## config.mk

```make
export PLATFORM = sky130hd
export DESIGN_NAME = rob
export DESIGN_NICKNAME = d
export VERILOG_FILES = /design/src/rtl/rob.sv
export SDC_FILE = /design/constraint.sdc
export NUM_CORES = 2
export LEC_CHECK = 0
export CAP_MARGIN = 20
export CORE_MARGIN = 2
export CORE_UTILIZATION = 50
export CTS_CLUSTER_DIAMETER = 50
export DETAILED_ROUTE_END_ITERATION = 16
export PLACE_DENSITY = 0.68
export SKIP_CTS_REPAIR_TIMING = 1
export SYNTH_ARGS = -nofsm -noshare
export SYNTH_HDL_FRONTEND = slang
export SYNTH_SLANG_ARGS = --single-unit
```

## constraint.sdc

```tcl
create_clock -name clk -period 2.9 [get_ports clk]
set_clock_uncertainty 0.05 [all_clocks]
set_input_delay 0.29 -clock clk [delete_from_list [all_inputs] [get_ports clk]]
set_output_delay 0.29 -clock clk [all_outputs]
set_load 0.02 [all_outputs]
```

## src/rtl/rob.sv

```systemverilog
// ---------------------------------------------------------------------------
// rob -- reorder buffer between rename (rf) and retirement.
//
// Instructions arrive in program order from rf and are given the tail slot as
// their tag. Results come back out of order on the CDB and are marked ready.
// The head entry retires, at most one per cycle, once it is ready. A retiring
// entry that carries an exception also flushes the whole buffer and
// broadcasts the redirect PC.
//
// Ports
//   clk, rst                 clock, synchronous active-high reset
//   rdy                      global enable; 0 freezes all state
//   *_from_rf / *_to_rf      dispatch offer, allocated tag, full flag
//   *_from_cdb               result writeback (tag, value, exception, target)
//   query_tag1/2, ready1/2,
//   value1/2                 combinational operand lookup for rf
//   is_finish_to_rf, rd_to_rf, data_to_rf, tag_to_rf_commit
//                            registered retire interface (pulse + data)
//   is_store_to_slb          registered pulse: head store may commit
//   is_exception_to_all,
//   pc_to_iq                 registered flush pulse and redirect PC
//
// Dispatch handshake: rf offers an instruction whenever is_empty_from_rf=0;
// the offer is accepted at the clock edge exactly when is_full_to_rf=0,
// rdy=1 and no flush retires in that cycle. Otherwise rf holds the offer.
// ---------------------------------------------------------------------------
module rob #(
    parameter int DEPTH = 16,
    parameter int TAG_W = 4
) (
    input  logic             clk,
    input  logic             rst,
    input  logic             rdy,
    input  logic             is_empty_from_rf,
    input  logic [4:0]       rd_from_rf,
    input  logic [31:0]      pc_from_rf,
    input  logic             is_store_from_rf,
    output logic [TAG_W-1:0] tag_to_rf,
    output logic             is_full_to_rf,
    input  logic             is_valid_from_cdb,
    input  logic [TAG_W-1:0] tag_from_cdb,
    input  logic [31:0]      data_from_cdb,
    input  logic             is_exception_from_cdb,
    input  logic [31:0]      target_from_cdb,
    input  logic [TAG_W-1:0] query_tag1,
    input  logic [TAG_W-1:0] query_tag2,
    output logic             ready1,
    output logic             ready2,
    output logic [31:0]      value1,
    output logic [31:0]      value2,
    output logic             is_finish_to_rf,
    output logic [4:0]       rd_to_rf,
    output logic [31:0]      data_to_rf,
    output logic [TAG_W-1:0] tag_to_rf_commit,
    output logic             is_store_to_slb,
    output logic             is_exception_to_all,
    output logic [31:0]      pc_to_iq
);

    localparam logic [TAG_W:0]   FULL_COUNT = (TAG_W+1)'(DEPTH);
    localparam logic [TAG_W:0]   CNT_ONE    = (TAG_W+1)'(1);
    localparam logic [TAG_W-1:0] TAG_ONE    = TAG_W'(1);

    // Per-entry state
    logic [DEPTH-1:0] busy_q,  busy_d;
    logic [DEPTH-1:0] ready_q, ready_d;
    logic [DEPTH-1:0] exc_q,   exc_d;
    logic [DEPTH-1:0] store_q, store_d;
    logic [4:0]       rd_q     [DEPTH];
    logic [4:0]       rd_d     [DEPTH];
    logic [31:0]      pc_q     [DEPTH];
    logic [31:0]      pc_d     [DEPTH];
    logic [31:0]      value_q  [DEPTH];
    logic [31:0]      value_d  [DEPTH];
    logic [31:0]      target_q [DEPTH];
    logic [31:0]      target_d [DEPTH];

    logic [TAG_W-1:0] head_q,  head_d;
    logic [TAG_W-1:0] tail_q,  tail_d;
    logic [TAG_W:0]   count_q, count_d;

    // Registered outputs
    logic             finish_q,     finish_d;
    logic [4:0]       rd_out_q,     rd_out_d;
    logic [31:0]      data_out_q,   data_out_d;
    logic [TAG_W-1:0] tag_commit_q, tag_commit_d;
    logic             store_out_q,  store_out_d;
    logic             flush_out_q,  flush_out_d;
    logic [31:0]      pc_iq_q,      pc_iq_d;

    logic full, commit, flush, dispatch;

    assign full     = (count_q == FULL_COUNT);
    // Commit decisions use only registered state, so a same-cycle writeback
    // to the head is seen one edge later.
    assign commit   = busy_q[head_q] & ready_q[head_q];
    assign flush    = commit & exc_q[head_q];
    assign dispatch = !is_empty_from_rf && !full && !flush;

    assign tag_to_rf     = tail_q;
    assign is_full_to_rf = full;

    assign ready1 = busy_q[query_tag1] & ready_q[query_tag1];
    assign ready2 = busy_q[query_tag2] & ready_q[query_tag2];
    assign value1 = value_q[query_tag1];
    assign value2 = value_q[query_tag2];

    assign is_finish_to_rf     = finish_q;
    assign rd_to_rf            = rd_out_q;
    assign data_to_rf          = data_out_q;
    assign tag_to_rf_commit    = tag_commit_q;
    assign is_store_to_slb     = store_out_q;
    assign is_exception_to_all = flush_out_q;
    assign pc_to_iq            = pc_iq_q;

    // The per-entry PC is kept for debug visibility only; nothing in the
    // retire path consumes it.
    logic [31:0] unused_pc_fold;
    always_comb begin
        unused_pc_fold = '0;
        for (int i = 0; i < DEPTH; i++) unused_pc_fold = unused_pc_fold ^ pc_q[i];
    end

    always_comb begin
        busy_d       = busy_q;
        ready_d      = ready_q;
        exc_d        = exc_q;
        store_d      = store_q;
        rd_d         = rd_q;
        pc_d         = pc_q;
        value_d      = value_q;
        target_d     = target_q;
        head_d       = head_q;
        tail_d       = tail_q;
        count_d      = count_q;
        finish_d     = 1'b0;
        store_out_d  = 1'b0;
        flush_out_d  = 1'b0;
        rd_out_d     = rd_out_q;
        data_out_d   = data_out_q;
        tag_commit_d = tag_commit_q;
        pc_iq_d      = pc_iq_q;

        if (rdy) begin
            if (is_valid_from_cdb && busy_q[tag_from_cdb]) begin
                ready_d[tag_from_cdb]  = 1'b1;
                value_d[tag_from_cdb]  = data_from_cdb;
                exc_d[tag_from_cdb]    = is_exception_from_cdb;
                target_d[tag_from_cdb] = target_from_cdb;
            end

            if (commit) begin
                tag_commit_d = head_q;
                data_out_d   = value_q[head_q];
                if (store_q[head_q]) begin
                    store_out_d = 1'b1;
                end else if (rd_q[head_q] != 5'd0) begin
                    finish_d = 1'b1;
                    rd_out_d = rd_q[head_q];
                end
                busy_d[head_q] = 1'b0;
                head_d         = head_q + TAG_ONE;
            end

            if (dispatch) begin
                busy_d[tail_q]  = 1'b1;
                ready_d[tail_q] = 1'b0;
                exc_d[tail_q]   = 1'b0;
                store_d[tail_q] = is_store_from_rf;
                rd_d[tail_q]    = rd_from_rf;
                pc_d[tail_q]    = pc_from_rf;
                tail_d          = tail_q + TAG_ONE;
            end

            if (dispatch && !commit)      count_d = count_q + CNT_ONE;
            else if (!dispatch && commit) count_d = count_q - CNT_ONE;

            // Flush overrides everything written above except the retire
            // outputs of the excepting head itself.
            if (flush) begin
                flush_out_d = 1'b1;
                pc_iq_d     = target_q[head_q];
                busy_d      = '0;
                head_d      = '0;
                tail_d      = '0;
                count_d     = '0;
            end
        end
    end

    always_ff @(posedge clk) begin
        if (rst) begin
            busy_q       <= '0;
            ready_q      <= '0;
            exc_q        <= '0;
            store_q      <= '0;
            for (int i = 0; i < DEPTH; i++) begin
                rd_q[i]     <= '0;
                pc_q[i]     <= '0;
                value_q[i]  <= '0;
                target_q[i] <= '0;
            end
            head_q       <= '0;
            tail_q       <= '0;
            count_q      <= '0;
            finish_q     <= 1'b0;
            rd_out_q     <= '0;
            data_out_q   <= '0;
            tag_commit_q <= '0;
            store_out_q  <= 1'b0;
            flush_out_q  <= 1'b0;
            pc_iq_q      <= '0;
        end else begin
            busy_q       <= busy_d;
            ready_q      <= ready_d;
            exc_q        <= exc_d;
            store_q      <= store_d;
            rd_q         <= rd_d;
            pc_q         <= pc_d;
            value_q      <= value_d;
            target_q     <= target_d;
            head_q       <= head_d;
            tail_q       <= tail_d;
            count_q      <= count_d;
            finish_q     <= finish_d;
            rd_out_q     <= rd_out_d;
            data_out_q   <= data_out_d;
            tag_commit_q <= tag_commit_d;
            store_out_q  <= store_out_d;
            flush_out_q  <= flush_out_d;
            pc_iq_q      <= pc_iq_d;
        end
    end

endmodule

```

==> results.toml <==
[critical_path]
path_buf_inv = 3
crit_arrival_ps = 3460
slowest_stage = "mux4_2"
criticalPathCategory = "reg -> reg"
crit_chain = "buf_12, mux4_2, mux4_2, and3_4, nor4b_4, buf_6, buf_6, nand2_8, nand2_2, a21oi_1"
crit_fanout = 7
critPathLaunch = "head_q[0]$_SDFFE_PP0P_"
r2r-start = "head_q[0]$_SDFFE_PP0P_"
cp_top_family = "multiplexers"
worstSetupEndpointType = "register"
required_ps = 3440
start_kind = "register"
cpPeakStageDelay_ps = 520

[floorplanning]
start_util = 0.502
top_level_ports = 267
die_h_um = 353
design.die.area_mm2 = 0.125
num_rows = 128
die_x_um = 353
core_area_mm2 = 0.121

[synthesis]
yosysWarnings = 0
synth_flop_cell = "dfxtp_1"
synth_top_area_share = 0.413
synth_area_leaders = "dfxtp_1 (41%), mux4_2 (25%), mux2i_1 (11%)"
synth_top_area_cell = "dfxtp_1"
synth_cells = 5787
synth_commonest_cells = "dfxtp_1 (1257), nand2_1 (1072), nor2_1 (706), mux4_2 (690), mux2i_1 (653)"
netlist_area_mm2 = 0.0610
synthDistinctLibCells = 54
syn-mean-instance-area_um2 = 10.5
ys_ff_latch = 1257
synth_edf_count = 0
synthArstFlopShare = 0
syn_nets = 5918
yosysMostFrequentCell = "dfxtp_1"
ys_seq_area_frac = 0.413

[clock_tree]
cts_buffers = 153
cts_tree = "yes"
clock_sinks = 1257
clk_path_buf_depth = 3
root_buffer = "clkbuf_16"
clock_latency_ps = 780
path_clk_slew_ps = 60
htree_levels = 4

[pwr]
p_int_mw = 28.9
power.net_switching_mw = 9.22
pwr-share-comb = 0.047
leakage_nw = 25.4
irDropWorstVdd_mv = 0.620
p_total_mw = 38.1
pwr-share-seq = 0.454
pwr-share-clk = 0.499
power.share.switching = 0.242
p_per_area_mw_per_mm2 = 520

[final_layout]
finalNonFillerCells = 7702
area_delta_synth_final_pct = 20.3
nets = 6082
drive_gt1_frac = 0.224
fin_area_mm2 = 0.0734
fin_util = 0.604
fillers = 9712

[place]
gp_congestion = 0.887
numPortBuffers = 234
placed_area_mm2 = 0.0674
dpl.hpwl_mm = 119
dp_cells = 7385
detailedPlace.worstSlack_ps = -415

[run]
cap_violations = 0

[global_routing]
grt_usage = 0.299
grt_antenna_before_repair = 20
grt_max_degree = 187
grt_first_pass_wirelength_mm = 289
overflow = 0
grt_pass1_vias = 46456

[timing]
fin_crit_ps = 2910
fmax_mhz = 343
fin_ws_ps = -13.6
rsz0062_at_grt = "true"
fin_crit_sh = 1.00
finalHoldViolCount = 6
relSlewSlack = 0.379
whs_ps = -43.6
setup_viol = 2
maxSlewViolCount = 0
worst_pin_slew_ps = 932
tns_ps = -15.0

[worst_hold_path]
hold_path.class = "in -> reg"
hold_start = "rst"

[run_status]
violations = "hold timing, setup timing"
status = "complete, but fails checks"

[routing]
via_per_inst = 6.24
first_pass_iters = 8
vias = 48044
routedWlPerCell_um = 24.8
post-route-drc-count = 0
wirelength_mm = 191
drtAntennaViolNets = 0
drt_iter0_drc = 5744
[sequential cells by signal (all words and copies together) (netlist names)]
name	flops
is_finish_to_rf	1
exc_q	16
rd_to_rf	5
rd_q	80
pc_to_iq	32
target_q	512
is_exception_to_all	1
tag_to_rf_commit	4
tag_to_rf	4
ready_q	16
count_q	5
value_q	512
busy_q	16
head_q	4
data_to_rf	32
is_store_to_slb	1
store_q	16
[worst paths after layout]
check	endpoint	slack, ps	cells after the start
setup / recovery	rd_q[64]$_SDFFE_PP0P_	-10	10
hold / removal	count_q[0]$_SDFFE_PP0P_	-40	2
setup reg to reg	rd_q[64]$_SDFFE_PP0P_	-10	10
hold reg to reg	target_q[148]$_SDFFE_PP0P_	400	2
[routing by layer]
layer / global-route usage / share of wire / vias up
met5: 0 / 0.00061 / -
met4: 0.116 / 0.035 / 20
met3: 0.0598 / 0.091 / 428
met2: 0.473 / 0.47 / 2356
met1: 0.406 / 0.40 / 24136
li1: - / - / 21104
[layout by cell type, fill, tap and decap left out, drive strengths merged, types with 4 or more instances in the layout]
| master | count |
|---|---|
| ha | 11 |
| nand4 | 13 |
| diode | 6 |
| o22ai | 9 |
| a21oi | 547 |
| a22o | 4 |
| clkinvlp | 9 |
| dlymetal6s2s | 66 |
| dfxtp | 1257 |
| nor2 | 708 |
| inv | 39 |
| clkinv | 32 |
| o21a | 4 |
| nand2 | 1075 |
| o21ai | 21 |
| mux4 | 690 |
| a311oi | 8 |
| a32o | 32 |
| a211oi | 8 |
| o211a | 7 |
| and3 | 4 |
| nand2b | 5 |
| o31ai | 6 |
| clkdlybuf4s50 | 159 |
| nor2b | 4 |
| nor3 | 18 |
| a21o | 5 |
| buf | 346 |
| bufinv | 4 |
| nand3 | 49 |
| and2 | 14 |
| a31oi | 17 |
| clkbuf | 216 |
| mux2i | 653 |
[cell families after synthesis]
| group | count (synthesis) | share of synthesized area |
|---|---|---|
| AO/OA/AOI/OAI | 677 | 0.0617 |
| buffers and inverters | 588 | 0.0385 |
| multiplexers | 1345 | 0.362 |
| AND/OR/NAND/NOR | 1903 | 0.122 |
| XOR/XNOR | 5 | 0.000718 |
| adder cells (fa/ha/maj) | 12 | 0.00242 |
| flip-flops | 1257 | 0.413 |
[power by group through the flow]
stage | sequential (mW) | clock, mW | combinational [mW]
floorplan | 17.7 | 0 | 0.980
global placement | 17.7 | 0 | 1.68
detailed placement | 17.7 | 0 | 1.69
CTS | 17.3 | 19.2 | 1.70
global route | 17.3 | 20.0 | 1.89
finish | 17.3 | 19.0 | 1.78
[layout make-up]
type / count / area [um2] / area share
multi-input cells: 3943 / 33900 / 0.462
flip-flops and latches: 1257 / 25200 / 0.343
repair buffers: 576 / 7100 / 0.0968
clock buffers: 211 / 4330 / 0.0590
well taps: 1625 / 2030 / 0.0277
clock inverters: 64 / 737 / 0.0100
inverters: 20 / 75.1 / 0.00102
diodes: 6 / 15.0 / 0.000205
(Power assumes the default switching activity.)
